===== src/rtl/sobel_pkg.sv =====
// sobel_pkg: shared pixel width, minimum frame dimension and FSM state type
// for the Sobel frame controller.
package sobel_pkg;
    localparam int unsigned PIXEL_W = 8;
    localparam int unsigned MIN_DIM = 3;

    typedef enum logic [1:0] {
        ST_IDLE  = 2'd0,
        ST_CLR   = 2'd1,
        ST_RUN   = 2'd2,
        ST_DRAIN = 2'd3
    } state_e;
endpackage


===== src/rtl/sobel_frame_ctrl_if.sv =====
// sobel_frame_ctrl_if: valid/ready pixel stream; master drives data, slave drives ready.
interface sobel_frame_ctrl_if;
    import sobel_pkg::*;

    logic               valid;
    logic               ready;
    logic               last;
    logic [PIXEL_W-1:0] pixel;

    modport master (output valid, pixel, last, input ready);
    modport slave  (input valid, pixel, output ready);
endinterface


===== src/rtl/sobel_out_fifo.sv =====
// sobel_out_fifo: synchronous FIFO with occupancy count; DEPTH must be a power of 2.
module sobel_out_fifo #(
    parameter int unsigned DEPTH = 4,
    parameter int unsigned W     = 8
) (
    input  logic                   clk,
    input  logic                   rst,
    input  logic                   push,
    input  logic                   pop,
    input  logic [W-1:0]           din,
    output logic [W-1:0]           dout,
    output logic [$clog2(DEPTH):0] count,
    output logic                   empty
);
    localparam int unsigned AW = $clog2(DEPTH);

    logic [W-1:0]  mem_q [DEPTH];
    logic [AW-1:0] wr_ptr_q, wr_ptr_d;
    logic [AW-1:0] rd_ptr_q, rd_ptr_d;
    logic [AW:0]   count_q, count_d;
    logic          full, do_push, do_pop;

    assign empty   = (count_q == '0);
    assign full    = (count_q == (AW+1)'(DEPTH));
    assign do_push = push & ~full;
    assign do_pop  = pop & ~empty;
    assign dout    = mem_q[rd_ptr_q];
    assign count   = count_q;

    always_comb begin
        wr_ptr_d = wr_ptr_q;
        rd_ptr_d = rd_ptr_q;
        count_d  = count_q;
        if (do_push) wr_ptr_d = wr_ptr_q + 1'b1;
        if (do_pop)  rd_ptr_d = rd_ptr_q + 1'b1;
        case ({do_push, do_pop})
            2'b10:   count_d = count_q + 1'b1;
            2'b01:   count_d = count_q - 1'b1;
            default: count_d = count_q;
        endcase
    end

    always_ff @(posedge clk or negedge rst) begin
        if (!rst) begin
            wr_ptr_q <= '0;
            rd_ptr_q <= '0;
            count_q  <= '0;
        end else begin
            wr_ptr_q <= wr_ptr_d;
            rd_ptr_q <= rd_ptr_d;
            count_q  <= count_d;
        end
    end

    always_ff @(posedge clk) begin
        if (do_push) mem_q[wr_ptr_q] <= din;
    end
endmodule


===== src/rtl/sobel_frame_ctrl.sv =====
// sobel_frame_ctrl: sequences one frame through an external Sobel core and buffers its output.
// Defining SOBEL_CTRL_PERF_EN adds perf_cycles/perf_stalls counters.
module sobel_frame_ctrl
    import sobel_pkg::*;
#(
    parameter int unsigned MAX_WIDTH  = 4096,
    parameter int unsigned MAX_HEIGHT = 4096,
    parameter int unsigned FIFO_DEPTH = 4
) (
    input  logic                          clk,
    input  logic                          rst,
    input  logic                          start,
    input  logic [$clog2(MAX_WIDTH)-1:0]  cfg_width,
    input  logic [$clog2(MAX_HEIGHT)-1:0] cfg_height,
    output logic                          busy,
    output logic                          done,
    output logic                          cfg_err,
    sobel_frame_ctrl_if.slave             s_if,
    sobel_frame_ctrl_if.master            m_if,
    output logic                          core_rst,
    output logic                          core_valid_in,
    output logic [PIXEL_W-1:0]            core_pixel_in,
    output logic [$clog2(MAX_WIDTH)-1:0]  core_width,
    input  logic                          core_valid_out,
    input  logic [PIXEL_W-1:0]            core_pixel_out
`ifdef SOBEL_CTRL_PERF_EN
    ,
    output logic [31:0]                   perf_cycles,
    output logic [31:0]                   perf_stalls
`endif
);
    localparam int unsigned WW = $clog2(MAX_WIDTH);
    localparam int unsigned HW = $clog2(MAX_HEIGHT);
    localparam int unsigned CW = WW + HW;
    localparam int unsigned FW = $clog2(FIFO_DEPTH) + 1;

    state_e             state_q, state_d;
    logic [WW-1:0]      width_q, width_d;
    logic [CW-1:0]      in_total_q, in_total_d, out_total_q, out_total_d;
    logic [CW-1:0]      in_cnt_q, in_cnt_d, out_cnt_q, out_cnt_d;
    logic               inflight_q, inflight_d;
    logic               done_q, done_d, cfg_err_q, cfg_err_d;
    logic               cfg_ok, s_ready, xfer, push, pop, last_beat, fifo_empty;
    logic [FW-1:0]      fifo_count;
    logic [PIXEL_W-1:0] fifo_dout;

    assign cfg_ok = (cfg_width >= WW'(MIN_DIM)) && (cfg_height >= HW'(MIN_DIM));

    // A pixel still inside the core may emit one result next cycle, so it reserves a slot.
    assign s_ready   = (state_q == ST_RUN) && ((fifo_count + FW'(inflight_q)) < FW'(FIFO_DEPTH));
    assign s_if.ready = s_ready;
    assign xfer      = s_if.valid & s_ready;
    assign push      = core_valid_out & inflight_q;
    assign pop       = m_if.valid & m_if.ready;
    assign last_beat = (out_cnt_q == out_total_q - CW'(1));

    assign m_if.valid = ~fifo_empty;
    assign m_if.pixel = fifo_dout;
    assign m_if.last  = ~fifo_empty & last_beat;

    assign core_rst      = ~rst | (state_q == ST_CLR);
    assign core_valid_in = xfer;
    assign core_pixel_in = s_if.pixel;
    assign core_width    = width_q;

    assign busy    = (state_q != ST_IDLE);
    assign done    = done_q;
    assign cfg_err = cfg_err_q;

    always_comb begin
        state_d     = state_q;
        width_d     = width_q;
        in_total_d  = in_total_q;
        out_total_d = out_total_q;
        in_cnt_d    = in_cnt_q;
        out_cnt_d   = out_cnt_q;
        inflight_d  = xfer;
        done_d      = 1'b0;
        cfg_err_d   = 1'b0;
        if (xfer) in_cnt_d  = in_cnt_q + CW'(1);
        if (pop)  out_cnt_d = out_cnt_q + CW'(1);
        case (state_q)
            ST_IDLE: begin
                if (start) begin
                    if (cfg_ok) begin
                        width_d     = cfg_width;
                        in_total_d  = CW'(cfg_width) * CW'(cfg_height);
                        out_total_d = CW'(cfg_width - WW'(2)) * CW'(cfg_height - HW'(2));
                        in_cnt_d    = '0;
                        out_cnt_d   = '0;
                        state_d     = ST_CLR;
                    end else begin
                        done_d    = 1'b1;
                        cfg_err_d = 1'b1;
                    end
                end
            end
            ST_CLR:   state_d = ST_RUN;
            ST_RUN: begin
                if (xfer && (in_cnt_q == in_total_q - CW'(1))) state_d = ST_DRAIN;
            end
            ST_DRAIN: begin
                if (pop && last_beat) begin
                    state_d = ST_IDLE;
                    done_d  = 1'b1;
                end
            end
            default:  state_d = ST_IDLE;
        endcase
    end

    always_ff @(posedge clk or negedge rst) begin
        if (!rst) begin
            state_q     <= ST_IDLE;
            width_q     <= '0;
            in_total_q  <= '0;
            out_total_q <= '0;
            in_cnt_q    <= '0;
            out_cnt_q   <= '0;
            inflight_q  <= 1'b0;
            done_q      <= 1'b0;
            cfg_err_q   <= 1'b0;
        end else begin
            state_q     <= state_d;
            width_q     <= width_d;
            in_total_q  <= in_total_d;
            out_total_q <= out_total_d;
            in_cnt_q    <= in_cnt_d;
            out_cnt_q   <= out_cnt_d;
            inflight_q  <= inflight_d;
            done_q      <= done_d;
            cfg_err_q   <= cfg_err_d;
        end
    end

    sobel_out_fifo #(
        .DEPTH (FIFO_DEPTH),
        .W     (PIXEL_W)
    ) u_fifo (
        .clk   (clk),
        .rst   (rst),
        .push  (push),
        .pop   (pop),
        .din   (core_pixel_out),
        .dout  (fifo_dout),
        .count (fifo_count),
        .empty (fifo_empty)
    );

`ifdef SOBEL_CTRL_PERF_EN
    logic [31:0] perf_cycles_q, perf_cycles_d, perf_stalls_q, perf_stalls_d;

    always_comb begin
        perf_cycles_d = perf_cycles_q;
        perf_stalls_d = perf_stalls_q;
        if (state_q == ST_IDLE) begin
            if (start && cfg_ok) begin
                perf_cycles_d = '0;
                perf_stalls_d = '0;
            end
        end else begin
            perf_cycles_d = perf_cycles_q + 32'd1;
        end
        if ((state_q == ST_RUN) && s_if.valid && !s_ready) perf_stalls_d = perf_stalls_q + 32'd1;
    end

    always_ff @(posedge clk or negedge rst) begin
        if (!rst) begin
            perf_cycles_q <= '0;
            perf_stalls_q <= '0;
        end else begin
            perf_cycles_q <= perf_cycles_d;
            perf_stalls_q <= perf_stalls_d;
        end
    end

    assign perf_cycles = perf_cycles_q;
    assign perf_stalls = perf_stalls_q;
`endif
endmodule


===== src/flat_wrapper.sv =====
// flat-port wrapper written by rule: the top's interface ports become plain ports
module sobel_frame_ctrl_flat import sobel_pkg::*;
#(
    parameter int unsigned MAX_WIDTH  = 4096,
    parameter int unsigned MAX_HEIGHT = 4096,
    parameter int unsigned FIFO_DEPTH = 4
)
  (clk, rst, start, cfg_width, cfg_height, busy, done, cfg_err, core_rst, core_valid_in, core_pixel_in, core_width, core_valid_out, core_pixel_out, s_if_valid, s_if_pixel, s_if_ready, m_if_valid, m_if_pixel, m_if_last, m_if_ready);
  sobel_frame_ctrl_if s_if_i ();
  sobel_frame_ctrl_if m_if_i ();
  input  logic clk;
  input  logic rst;
  input  logic start;
  input  logic [$clog2(MAX_WIDTH)-1:0] cfg_width;
  input  logic [$clog2(MAX_HEIGHT)-1:0] cfg_height;
  output logic busy;
  output logic done;
  output logic cfg_err;
  output logic core_rst;
  output logic core_valid_in;
  output logic [PIXEL_W-1:0] core_pixel_in;
  output logic [$clog2(MAX_WIDTH)-1:0] core_width;
  input  logic core_valid_out;
  input  logic [PIXEL_W-1:0] core_pixel_out;
  input wire logic [$bits(s_if_i.valid)-1:0] s_if_valid;
  input wire logic [$bits(s_if_i.pixel)-1:0] s_if_pixel;
  output wire logic [$bits(s_if_i.ready)-1:0] s_if_ready;
  output wire logic [$bits(m_if_i.valid)-1:0] m_if_valid;
  output wire logic [$bits(m_if_i.pixel)-1:0] m_if_pixel;
  output wire logic [$bits(m_if_i.last)-1:0] m_if_last;
  input wire logic [$bits(m_if_i.ready)-1:0] m_if_ready;
  assign s_if_i.valid = s_if_valid;
  assign s_if_i.pixel = s_if_pixel;
  assign s_if_ready = s_if_i.ready;
  assign m_if_valid = m_if_i.valid;
  assign m_if_pixel = m_if_i.pixel;
  assign m_if_last = m_if_i.last;
  assign m_if_i.ready = m_if_ready;
  sobel_frame_ctrl #(.MAX_WIDTH(MAX_WIDTH), .MAX_HEIGHT(MAX_HEIGHT), .FIFO_DEPTH(FIFO_DEPTH)) u_core (.clk(clk), .rst(rst), .start(start), .cfg_width(cfg_width), .cfg_height(cfg_height), .busy(busy), .done(done), .cfg_err(cfg_err), .s_if(s_if_i), .m_if(m_if_i), .core_rst(core_rst), .core_valid_in(core_valid_in), .core_pixel_in(core_pixel_in), .core_width(core_width), .core_valid_out(core_valid_out), .core_pixel_out(core_pixel_out));
endmodule

===== config.mk =====
export PLATFORM = sky130hd
export DESIGN_NAME = sobel_frame_ctrl_flat
export DESIGN_NICKNAME = d
export VERILOG_FILES = /design/src/rtl/sobel_pkg.sv /design/src/rtl/sobel_frame_ctrl_if.sv /design/src/rtl/sobel_out_fifo.sv /design/src/rtl/sobel_frame_ctrl.sv /design/src/flat_wrapper.sv
export SDC_FILE = /design/constraint.sdc
export NUM_CORES = 1
export LEC_CHECK = 0
export BUFFER_PORTS_ARGS = -buffer_cell sky130_fd_sc_hd__buf_2
export CORE_UTILIZATION = 35
export CTS_CLUSTER_SIZE = 25
export DETAILED_ROUTE_END_ITERATION = 16
export PLACE_DENSITY_LB_ADDON = 0.3
export SYNTH_ARGS = -nofsm -noshare
export SYNTH_HDL_FRONTEND = slang
export SYNTH_HIERARCHICAL = 1
export SYNTH_SLANG_ARGS = --single-unit
export TNS_END_PERCENT = 5

===== constraint.sdc =====
create_clock -name clk -period 4.04 [get_ports clk]
set_input_delay 0.808 -clock clk [delete_from_list [all_inputs] [get_ports clk]]
set_output_delay 0.808 -clock clk [all_outputs]
set_load 0.01 [all_outputs]

==> metrics.csv <==
stage,metric,value,unit
placed_design,numPortBuffers,65,
detailed_routing,totalWireLength,46900,µm
timing,grt_setup_unrepaired,yes,
power_and_ir_drop,p_seq_share,13.1,%
detailed_routing,first_iter_violations,836,
power_and_ir_drop,combinationalPowerShare,75.7,%
detailed_routing,via_per_inst,4.91,
job,maxCapViolCount,0,
floorplanning,vertical_die_dimension,235,µm
timing,report.final.slew_viol_count,0,
timing,period_minus_slack,6.52,ns
placed_design,post-dp-hpwl,38000,µm
placed_design,dpl.cell_count,2998,
critical_path,timing.critical_path.fanout_max,3,
timing,timing_worst_slew_pin_value,0.695,ns
logic_synthesis,seq_area_frac_synth,20.7,%
finish,final_cell_count_without_fillers,3034,
detailed_routing,drt_pass1_iterations,5,
detailed_routing,drt_drc,0,
global_route,gr-usage-all-layers,17.7,%
logic_synthesis,netlist_top_cells_area,"fa_1 (27%), dfrtp_1 (16%), ha_1 (9.2%), inv_1 (6.0%), nand2_1 (5.7%)",
timing,timing.final.ws_setup,-2.48,ns
clock_network,cts_max_level,4,
power_and_ir_drop,power_frac_clock,11.2,%
power_and_ir_drop,internal_pwr_total,8260,µW
min_path,hold_path.class,in -> async,
detailed_routing,postRouteAntennaNets,0,
logic_synthesis,post_synth.cell_area_avg,9.15,µm²
global_route,gr-total-overflow,0,
finish,area.growth.synth_to_final,20.1,%
floorplanning,number_of_ports_placed_on_the_die_boundary,82,
logic_synthesis,number_of_enable_flip_flop_cells_after_synthesis,32,
placed_design,pre_cts_slack,-3.02,ns
global_route,grt_antenna_before_repair,0,
power_and_ir_drop,total_leakage_power,0.0111,µW
logic_synthesis,yosys_top_cell_area_share,26.6,%
outcome,failed_checks,setup timing,
floorplanning,die-width,235,µm
timing,setup_viol,35,
outcome,outcome,"complete, but fails checks",
power_and_ir_drop,finalPower,14400,µW
placed_design,routabilityCongestion,0.895,
clock_network,cts_buffers,17,
clock_network,clock-sinks,151,
power_and_ir_drop,power_switching,6160,µW
detailed_routing,route.detailed.wl_per_inst,15.5,µm
detailed_routing,routed-via-count,14900,
clock_network,cts_hold_repair.buffers,0,
critical_path,timing.critical_path.arrival,6.87,ns
logic_synthesis,netlist-cell-type-count,83,
logic_synthesis,synth_ff_type,dfrtp_1,
timing,layout_worst_path_cycle_share,161,%
logic_synthesis,synth-seq-cells,151,
floorplanning,std_cell_rows,85,
timing,finalHoldViolCount,0,
logic_synthesis,mappedNetlistArea,19100,µm²
global_route,grt_pass1_vias,15700,
finish,num-nets-final,2763,
power_and_ir_drop,p_per_area,629,nW/µm²
finish,share_of_post_route_cells_with_drive_strength_above_1,19.6,%
floorplanning,start_util,35.4,%
finish,nFillCells,5293,
power_and_ir_drop,netSwitchingFraction,42.7,%
logic_synthesis,post_syn_nets,2522,
global_route,first_pass_grt_wire_length,78800,µm
timing,worst_slew_margin_rel,52.5,%
critical_path,crit_type,in -> reg,
logic_synthesis,asyncSetResetFlopFracSynth,78.8,%
clock_network,ctsLongestPathBuffers,2,
clock_network,ctsRootBufferMaster,clkbuf_16,
global_route,grt_max_degree,57,
clock_network,clk_lat_worst_skew,0.48,ns
critical_path,worst_path_required_time,4.39,ns
clock_network,clk_pin_slew_worst_paths,0.06,ns
critical_path,cp-end-kind,register,
timing,tightest_hold_margin,0.206,ns
critical_path,worst_setup_path_start_kind,input port,
floorplanning,die_area,55400,µm²
power_and_ir_drop,max-vdd-ir-drop,0.000682,V
logic_synthesis,syn_inst,2083,
timing,fmax,153,MHz
timing,finalClockSkew,0.0106,ns
floorplanning,core,53800,µm²
clock_network,cts_tree,done,
logic_synthesis,yosys_warnings,6,
logic_synthesis,synth_top_cell_by_area,fa_1,
-- stage by stage --
stage | util [%] | TNS (ns) | area (µm²)
after floorplan | - | -60.77 | 19200
after global placement | 40.7 | -66.91 | 21900
after detailed placement | 40.7 | -68.82 | 21900
after CTS | 42.0 | -47.04 | 22600
after global routing | 42.6 | -54.10 | 22900
final | 42.6 | -46.85 | 22900
-- cell families after synthesis --
family,Yosys count,share of synthesized area [%]
and+or+nand+nor,744,18.9
AOI/OAI and AO/OA,195,6.58
muxes,20,1.63
buffers and inverters,399,8.17
DFF,151,20.7
xor gates and xnor gates,181,8.32
adders and majority gates,393,35.8
-- Yosys cell counts (22+ instances only) --
| cell type | instances |
|---|---|
| inv_1 | 306 |
| nand2_1 | 291 |
| fa_1 | 253 |
| nor2_1 | 164 |
| ha_1 | 140 |
| dfrtp_1 | 119 |
| xnor2_1 | 94 |
| xor2_1 | 87 |
| and2_1 | 76 |
| o21ai_0 | 69 |
| clkbuf_1 | 67 |
| a21oi_1 | 40 |
| nor3_1 | 34 |
| edfxtp_1 | 32 |
| nand3_1 | 29 |
| nand4_1 | 22 |
-- routing by layer --
layer | global-route usage (%) | wire length [µm] | vias to the layer above | share of wire [%]
li1 | - | - | 7106 | -
met1 | 23.9 | 22000 | 7441 | 47
met2 | 28.8 | 22000 | 300 | 47
met3 | 3.20 | 2040 | 61 | 4.3
met4 | 5.29 | 914 | 0 | 1.9
met5 | 0 | 0 | - | 0
-- cell usage in the layout (no fill, tap or decap), types with 9 or more instances in the layout --
master,netlist,final
nor2b_1,19,19
or3_1,17,14
buf_4,8,233
xor2_1,87,80
nor3_1,34,27
dfrtp_1,119,118
nand2b_1,19,19
and2_1,76,76
ha_4,0,12
a21oi_1,40,39
fa_1,253,251
nand2_1,291,290
clkbuf_16,0,17
inv_1,306,304
o21ai_0,69,59
mux2i_1,9,9
ha_1,140,126
a31oi_1,14,11
xnor2_1,94,88
and3_1,9,9
edfxtp_1,32,32
nor2_1,164,155
buf_6,3,9
or4_1,14,12
nand4_1,22,22
nand3_1,29,27
buf_2,5,63
-- what timing repair did --
action,in CTS,in global routing
buffers inserted,1,2
endpoints found under the setup margin,36,38
gates cloned,0,0
pin swaps,12,22
gates resized for setup,21,65
-- sequential cells by signal, indices dropped and copies added, names as in the netlist, 2 cells and up --
| name | cells |
|---|---|
| u_core/u_fifo/mem_q | 32 |
| u_core/u_fifo/wr_ptr_q | 2 |
| u_core/out_cnt_q | 24 |
| u_core/u_fifo/count | 3 |
| u_core/state_q | 2 |
| u_core/in_cnt_q | 24 |
| u_core/u_fifo/rd_ptr_q | 2 |
| u_core/core_width | 12 |
| u_core/out_total_q | 23 |
| u_core/in_total_q | 24 |
-- area by class of cell --
cell class / count / area [µm²] / share of cell area [%]
multi-input cells: 1533 / 14100 / 61.4
flip-flops and latches: 151 / 3940 / 17.2
inverters: 310 / 1170 / 5.10
clock buffers: 21 / 474 / 2.07
well taps: 696 / 871 / 3.80
diodes: 1 / 2.50 / 0.0109
repair buffers: 311 / 2260 / 9.88
clock inverters: 11 / 111 / 0.486
-- worst paths after layout --
path,slack [ns],from,end,cells past startpoint
min in group clk,0.47,u_core/core_width[11]$_DFFE_PN0P_,u_core/core_width[11]$_DFFE_PN0P_,2
max reg2reg,0.43,u_core/in_total_q[0]$_DFFE_PN0P_,u_core/state_q[1]$_DFFE_PN0P_,12
max,-2.48,cfg_width[4],u_core/out_total_q[22]$_DFFE_PN0P_,26
max in group asynchronous,2.78,rst,u_core/in_total_q[0]$_DFFE_PN0P_,2
min,0.21,rst,u_core/out_cnt_q[16]$_DFF_PN0_,1
min reg2reg,0.47,u_core/core_width[11]$_DFFE_PN0P_,u_core/core_width[11]$_DFFE_PN0P_,2
-- critical path, cell delays in order --
cell	delay [ns]
buf_2	0.12
nor3_4	0.21
buf_6	0.12
nand3_2	0.09
or3_4	0.45
xor2_4	0.20
nor2_2	0.06
fa_1	0.50
inv_2	0.04
fa_1	0.47
inv_1	0.05
fa_1	0.49
inv_1	0.05
fa_1	0.53
inv_1	0.05
fa_1	0.43
ha_1	0.31
ha_2	0.18
or3_4	0.38
o221ai_4	0.15
a211o_1	0.19
a31oi_2	0.10
or4_1	0.40
a31oi_1	0.20
xor2_1	0.17
o21ai_1	0.09
-- power by group through the flow --
stage	Clock (µW)	Sequential, µW	Combinational, µW
final	1620	1880	10900
after global placement	0	1910	9830
after global routing	1730	1910	12300
after floorplan	0	1810	6370
after CTS	1680	1890	10500
after detailed placement	0	1920	9990
No activity file was read; power rests on OpenSTA's default activity.
